### src/rtl/or1200_checker_pkg.sv
// rtl/or1200_checker_pkg.sv - shared state encoding, fault-code bit indices and supervisor parity decode
package or1200_checker_pkg;

  typedef enum logic [2:0] {
    ST_IDLE   = 3'd0,
    ST_FREEZE = 3'd1,
    ST_RESET  = 3'd2,
    ST_DRAIN  = 3'd3,
    ST_LOCK   = 3'd4
  } resp_state_t;

  localparam int FC_SR   = 0;
  localparam int FC_PIPE = 1;
  localparam int FC_MMU  = 2;
  localparam int FC_SUPV = 3;

  // Even parity on the checker word means the checker asserts supervisor mode.
  function automatic logic supv_decode(input logic [2:0] word);
    return ~^word;
  endfunction

endpackage

### src/rtl/or1200_checker_filter.sv
// rtl/or1200_checker_filter.sv - registers checker verdicts and confirms a run of FILTER_LEN bad samples
module or1200_checker_filter #(
  parameter int unsigned FILTER_LEN = 2
) (
  input  logic       clk,
  input  logic       rst,
  input  logic       sr_ok,
  input  logic       pipeline_ok,
  input  logic       mmus_ok,
  input  logic [2:0] secure_supv,
  input  logic       sr_sm,
  input  logic       idle,
  input  logic       clear,
  output logic       confirm,
  output logic [3:0] code
);
  import or1200_checker_pkg::*;

  localparam logic [3:0] FILT_LAST = 4'(FILTER_LEN - 1);

  logic [3:0] bad;
  logic [3:0] bad_q;
  logic [3:0] bad_acc;
  logic [3:0] filt_cnt;

  always_comb begin
    bad          = '0;
    bad[FC_SR]   = ~sr_ok;
    bad[FC_PIPE] = ~pipeline_ok;
    bad[FC_MMU]  = ~mmus_ok;
    bad[FC_SUPV] = supv_decode(secure_supv) != sr_sm;
  end

  // Outside IDLE the run is frozen: post-reset checker glitches must not count.
  always_ff @(posedge clk) begin
    if (rst) begin
      bad_q    <= '0;
      bad_acc  <= '0;
      filt_cnt <= '0;
    end else begin
      bad_q <= bad;
      if (clear || bad_q == 4'd0) begin
        bad_acc  <= '0;
        filt_cnt <= '0;
      end else if (idle) begin
        bad_acc  <= bad_acc | bad_q;
        filt_cnt <= filt_cnt + 4'd1;
      end
    end
  end

  assign confirm = idle && (|bad_q) && (filt_cnt == FILT_LAST);
  assign code    = bad_acc | bad_q;

endmodule

### src/rtl/or1200_checker_response.sv
// rtl/or1200_checker_response.sv - fault escalation FSM and record publisher; optional lockout via OR1200_CHECKER_RESP_LOCKOUT_EN
module or1200_checker_response #(
  parameter int unsigned FILTER_LEN    = 2,
  parameter int unsigned FREEZE_CYCLES = 8,
  parameter int unsigned RST_CYCLES    = 4,
  parameter int unsigned MAX_FAULTS    = 3
) (
  input  logic       clk,
  input  logic       rst,
  input  logic       sr_ok,
  input  logic       pipeline_ok,
  input  logic       mmus_ok,
  input  logic [2:0] secure_supv,
  input  logic       sr_sm,
  output logic       freeze_req,
  output logic       rst_req,
  output logic       locked,
  output logic       fault_valid,
  input  logic       fault_ready,
  output logic [3:0] fault_code,
  output logic [3:0] fault_count
);
  import or1200_checker_pkg::*;

`ifdef OR1200_CHECKER_RESP_LOCKOUT_EN
  localparam logic LOCKOUT_ON = 1'b1;
`else
  localparam logic LOCKOUT_ON = 1'b0;
`endif

  localparam logic [7:0] FREEZE_LAST = 8'(FREEZE_CYCLES - 1);
  localparam logic [7:0] RST_LAST    = 8'(RST_CYCLES - 1);
  localparam logic [3:0] MAX_F       = 4'(MAX_FAULTS);

  resp_state_t state;
  logic [7:0]  timer;
  logic        locked_q;
  logic        confirm;
  logic [3:0]  acc_code;
  logic [3:0]  count_next;
  logic        lock_hit;

  or1200_checker_filter #(.FILTER_LEN(FILTER_LEN)) u_filter (
    .clk         (clk),
    .rst         (rst),
    .sr_ok       (sr_ok),
    .pipeline_ok (pipeline_ok),
    .mmus_ok     (mmus_ok),
    .secure_supv (secure_supv),
    .sr_sm       (sr_sm),
    .idle        (state == ST_IDLE),
    .clear       (state == ST_DRAIN && !fault_valid),
    .confirm     (confirm),
    .code        (acc_code)
  );

  assign count_next = (fault_count == 4'hf) ? fault_count : fault_count + 4'd1;
  assign lock_hit   = LOCKOUT_ON && (count_next == MAX_F);
  assign locked     = locked_q & LOCKOUT_ON;

  always_ff @(posedge clk) begin
    if (rst) begin
      state       <= ST_IDLE;
      timer       <= '0;
      freeze_req  <= 1'b0;
      rst_req     <= 1'b0;
      locked_q    <= 1'b0;
      fault_valid <= 1'b0;
      fault_code  <= '0;
      fault_count <= '0;
    end else begin
      if (fault_valid && fault_ready)
        fault_valid <= 1'b0;
      case (state)
        ST_IDLE: if (confirm) begin
          fault_code  <= acc_code;
          fault_valid <= 1'b1;
          fault_count <= count_next;
          freeze_req  <= 1'b1;
          timer       <= '0;
          if (lock_hit) begin
            locked_q <= 1'b1;
            state    <= ST_LOCK;
          end else begin
            state <= ST_FREEZE;
          end
        end
        ST_FREEZE: if (timer == FREEZE_LAST) begin
          timer   <= '0;
          rst_req <= 1'b1;
          state   <= ST_RESET;
        end else begin
          timer <= timer + 8'd1;
        end
        ST_RESET: if (timer == RST_LAST) begin
          timer   <= '0;
          rst_req <= 1'b0;
          state   <= ST_DRAIN;
        end else begin
          timer <= timer + 8'd1;
        end
        // Only one outstanding record: stay frozen until the logger takes it.
        ST_DRAIN: if (!fault_valid) begin
          freeze_req <= 1'b0;
          state      <= ST_IDLE;
        end
        ST_LOCK: freeze_req <= 1'b1;
        default: state <= ST_IDLE;
      endcase
    end
  end

endmodule

### config.mk
export PLATFORM = sky130hd
export DESIGN_NAME = or1200_checker_response
export DESIGN_NICKNAME = d
export VERILOG_FILES = /design/src/rtl/or1200_checker_pkg.sv /design/src/rtl/or1200_checker_filter.sv /design/src/rtl/or1200_checker_response.sv
export SDC_FILE = /design/constraint.sdc
export NUM_CORES = 1
export LEC_CHECK = 0
export BUFFER_PORTS_ARGS = -buffer_cell sky130_fd_sc_hd__clkbuf_2
export CAP_MARGIN = 10
export CORE_MARGIN = 10
export CORE_UTILIZATION = 38
export DETAILED_ROUTE_END_ITERATION = 10
export PLACE_DENSITY = 0.56
export SYNTH_ARGS = -nofsm -noshare
export SYNTH_HDL_FRONTEND = slang
export SYNTH_SLANG_ARGS = --single-unit
### constraint.sdc
create_clock -name clk -period 2.8 [get_ports clk]
set_input_delay 0 -clock clk [delete_from_list [all_inputs] [get_ports clk]]
set_output_delay 0 -clock clk [all_outputs]
set_load 0.1 [all_outputs]
# Yosys cells after proc, flatten, opt, wreduce, memory -nomap -nowiden
# Cells that the tools add are included.
# word_totals
regBits	34
# classes
reduce_logical	20
n_bitwise	6
n_addsub	3
eq_ne	13
mux	18
# op_table
operator	n
8-bit 2-to-1 mux	3
8-bit case mux with 3 select lines	1
3-bit case mux with 5 select lines	1
3-bit 2-to-1 mux	4
3-bit AND reduction	3
4-bit by 1-bit adder with 4-bit output, second input constant	2
8-bit by 1-bit adder with 8-bit output, second input constant	1
8-bit by 2-bit equality test with 1-bit output, second input constant	1
8-bit by 3-bit equality test with 1-bit output, second input constant	1
2-bit inequality test, second input constant	4
1-bit 2-to-1 mux	7
3-bit by 2-bit equality test with 1-bit output, second input constant	2
3-bit nonzero test	2
1-bit inverter	5
5-bit AND reduction	1
4-bit by 1-bit equality test with 1-bit output, second input constant	1
4-bit equality test, second input constant	1
1-bit logical AND	4
4-bit logical NOT	1
4-bit bitwise OR	1
2-bit AND reduction	2
4-bit OR reduction	1
3-bit by 1-bit equality test with 1-bit output, second input constant	1
3-bit equality test, second input constant	1
9 further kinds	9

# Longest topological paths before layout
# depth
ltp_word	5
depth_mapped	7

# Cells and area by module
# From an unflattened synthesis, not the netlist that was laid out.
# unflattened
hier_cells	179
area_unflattened_um2	1569.0
# modules_own_cells
mod	instances	seq_area_each_um2	cells_per_inst	area_per_inst_um2
or1200_checker_response	1	420.4	129	1091.0
or1200_checker_filter	1	240.2	50	478.0

# Worst setup path after synthesis
# No wires, ideal clock.
# synth_timing
path_kind	register -> register
startpoint	reg fault_count[0]
endpoint	reg fault_count[1]
synth_period_minus_slack_ns	1.945
stages_incl_launch_ff	6
setup_slack_ns	0.855
n_path_buf	0
arrival_ns	1.818
cell_sequence	dfxtp_1 -> ha_1 -> nand3_1 -> nand4_1 -> mux2i_1 -> nor2_1
# synth_between
elab_chain_len	3
elab_cells_between_ends	4
# synth_rtl
element	line	source
start, declared	or1200_checker_response.sv:21	output logic [3:0] fault_count
start signal, assigned	or1200_checker_response.sv:78	fault_count <= count_next;
branches (longest 3 deep; another with 4-bit by 1-bit adder with 4-bit output)	-	
# Several ways; the timed one is not identified.
# A chain may end at the register's enable or synchronous reset.

# Worst setup path in the final report
# layout_timing
startpoint	reg state[0]
endpoint	reg timer[5]
# layout_between
elab_chain_len	5
elab_cells_between_ends	9
# layout_rtl
element	line	source
start, declared	or1200_checker_response.sv:35	resp_state_t state;
start signal, assigned	or1200_checker_response.sv:63	state <= ST_IDLE;
start signal, assigned	or1200_checker_response.sv:83	state <= ST_LOCK;
start signal, assigned	or1200_checker_response.sv:85	state <= ST_FREEZE;
3-bit logical NOT	or1200_checker_response.sv:51, or1200_checker_response.sv:74	
1-bit logical AND (2 in series)	or1200_checker_filter.sv:52	assign confirm = idle && (|bad_q) && (filt_cnt == FILT_LAST);
2-bit inequality test (no line)	-	
2-bit AND reduction (no line)	-	
end signal, assigned	or1200_checker_response.sv:93	timer <= timer + 8'd1;
end signal, assigned	or1200_checker_response.sv:100	timer <= timer + 8'd1;
end, declared	or1200_checker_response.sv:36	logic [7:0] timer;
# Several ways; a longest one is shown, not always the timed one.

==> metrics <==
Place WS=0.812 ns; Die Span Y=84.6 um; Compound-Gate Fraction of Synth Area=15.1%; die footprint=0.00716 mm^2; worst-case vdd ir drop=0.580 mV; adder-cell share of the synthesized area=6.31%; Hold Slack=0.0757 ns; largest family of logic cells by synthesized area=simple AND/OR/NAND/NOR gates; Static Leak=0.723 nW; n_diodes=0; reg2reg path depth=6; Async S/R FF share, synth=0%; post-CTS sizing=0; mux cell area share after synthesis=2.52%; total vias in the final route=1302; area of the mapped netlist=0.00159 mm^2; Synth top area share=41.6%; Power Density=939 mW/mm^2; Fin. Hold Viols=0; H-Tree Level Count=2; ys flop type=dfxtp_1; non-filler cells, final=250; Worst-Margin Slew=0.644 ns; status=finished clean; hold crit path type=input pin to flip-flop; most frequent cells in the layout=33 x dfxtp_1, 20 x nor2_1, 20 x clkbuf_2; period utilization=71.6%; WL final=3440 um; Cell Rows=23; critical path type=flip-flop to flip-flop; vias in the first global route=1302; Final Util=45.9%; share of cells above drive strength 1=17.5%; CTS tree=built; gpl congestion=0.802; GR Util met2=15.6%; Reg-to-Reg Start=state[0]; Max Slew Vio Count=0; DIE WIDTH=84.6 um; PnR worst setup slack=0.795 ns; CP required=3.00 ns; TNS Setup=0 ns; largest net degree at the start of global routing=25; Post-synth EDFFs=0; Setup crit start kind=flip-flop; CP Max Fanout=18; yosys warns=0; XOR/XNOR Fraction of Synth Area=4.97%; post-DP HPWL=2520 um; Final min period=2.00 ns; sequential share of the synthesized area=41.6%; #FFs+latches synth=33; setup violators final=0; Starting Density=39.4%; syn avg cell area=9.01 um^2; unrepaired setup endpoints after global routing=false; max-cap viol count=0; met1 GRT Util=10.9%; Final #Nets=218; CTS max path bufs=2; buffer count from post-CTS setup fixing=0; layout overhead on the synthesized area=16.5%; Initial DRT Pass Iterations=4; placed insts=239; Mapped Cells=176; DRT antenna net count=0; IO buf count=20; TritonCTS Sinks=33; slew margin rel.=57.1%; syn_nets=194; Clock Tree Root=clkbuf_8; fmax=499 MHz; DRC viols=0; Simple-Gate Fraction of Synth Area=24.7%; grt ovf=0; Avg Vias per Cell=5.21; reg-to-reg slack, setup=0.80 ns; RR Endpoint=timer[5]; core area=0.00403 mm^2; first-pass GRT wire length=5830 um; hold path depth=4; Top Ports=22; Worst Hold End=u_filter.bad_q[3]; Yosys top cell by area=dfxtp_1; crit path DAT=2.20 ns; M3 GR Usage=3.77%; hold buffers post-CTS=4; min-delay src=sr_sm; Synth area leaders=dfxtp_1 42%, ha_1 6.3%, nor2_1 4.7%; TritonCTS Buffers=5; Reg clk slew, reported paths=0.07 ns; commonest non-fill, non-tap cell in the layout=dfxtp_1; busiest grt layer=met2; Worst-Skew Late Latency=0.27 ns; Worst Skew=0.00439 ns; initial antenna violation count=0; CP endpoint kind=flip-flop; aggregate global-route resource usage=9.54%; synth unique cells=44; initial DRC count=54; wire length per cell=13.7 um
## cell families (layout without fill, tap and decap cells)
kind of cell,Yosys count,in the layout
mux,4,4
compound gates,33,33
buf+inv,14,38
xor+xnor,9,9
simple gates,74,74
other cells,1,1
fa+ha+maj,8,8
flops,33,33
## layout make-up
cell class              count  area (um^2)
fillers                   395         2180
multi-input cells         129          855
flip-flops and latches     33          661
repair buffers             24          140
clock buffers               5         68.8
well taps                  50         62.6
clock inverters             2         35.0
inverters                   7         26.3
## Yosys cell counts (3+ instances only)
cell and number:
nor2_1 20, xnor2_1 5, nor3_1 10, nor2b_1 3, nand2b_1 8, a21oi_1 9, dfxtp_1 33, xor2_1 4
nand4_1 3, nand3_1 7, inv_1 7, ha_1 8, o21ai_0 8, nand2_1 10, mux2i_1 4
## flip-flops by register name, summed over array words and instances, names as in the netlist
signal             cells
rst_req                1
fault_code             4
timer                  8
u_filter.bad_acc       4
fault_count            4
u_filter.bad_q         4
state                  2
fault_valid            1
u_filter.filt_cnt      4
freeze_req             1
## worst max-delay path, stage by stage (launching register included)
cell and delay, ns:
dfxtp_1 0.35, inv_1 0.10, ha_1 0.57, nor2b_1 0.20, a311oi_4 0.45, a41oi_1 0.08
o21ai_0 0.18
## where the power goes
| group | switching [W] | internal, W | total, W | leakage (nW) |
|---|---|---|---|---|
| Combinational | 0.000519 | 0.000197 | 0.000716 | 0.401 |
| Clock | 0.000164 | 0.000258 | 0.000422 | 0.0540 |
| Sequential | 0.0000577 | 0.000540 | 0.000598 | 0.269 |
| Total | 0.000740 | 0.000996 | 0.00174 | 0.723 |
## worst max path at each step
stage,from,endpoint,slack (ns),depth (start not counted)
after floorplan,fault_count[0],fault_count[1],0.85,5
after global placement,state[0],fault_count[3],0.91,5
after detailed placement,state[0],fault_count[3],0.81,5
after CTS,state[0],timer[5],0.81,6
after global routing,state[0],timer[5],0.59,6
final,state[0],timer[5],0.80,6
## through the flow
step                      area [um^2]  power [W]
after detailed placement         1700    0.00132
after floorplan                  1590    0.00121
after global placement           1700    0.00131
final                            1850    0.00174
after global routing             1850    0.00184
after CTS                        1850    0.00175
## routing by layer
metal	vias up	share of wire [%]
li1	664	-
met1	605	48
met2	31	46
met3	2	5.3
met4	0	0.79
met5	-	0
Note: power is estimated with default switching activity, not from simulation.
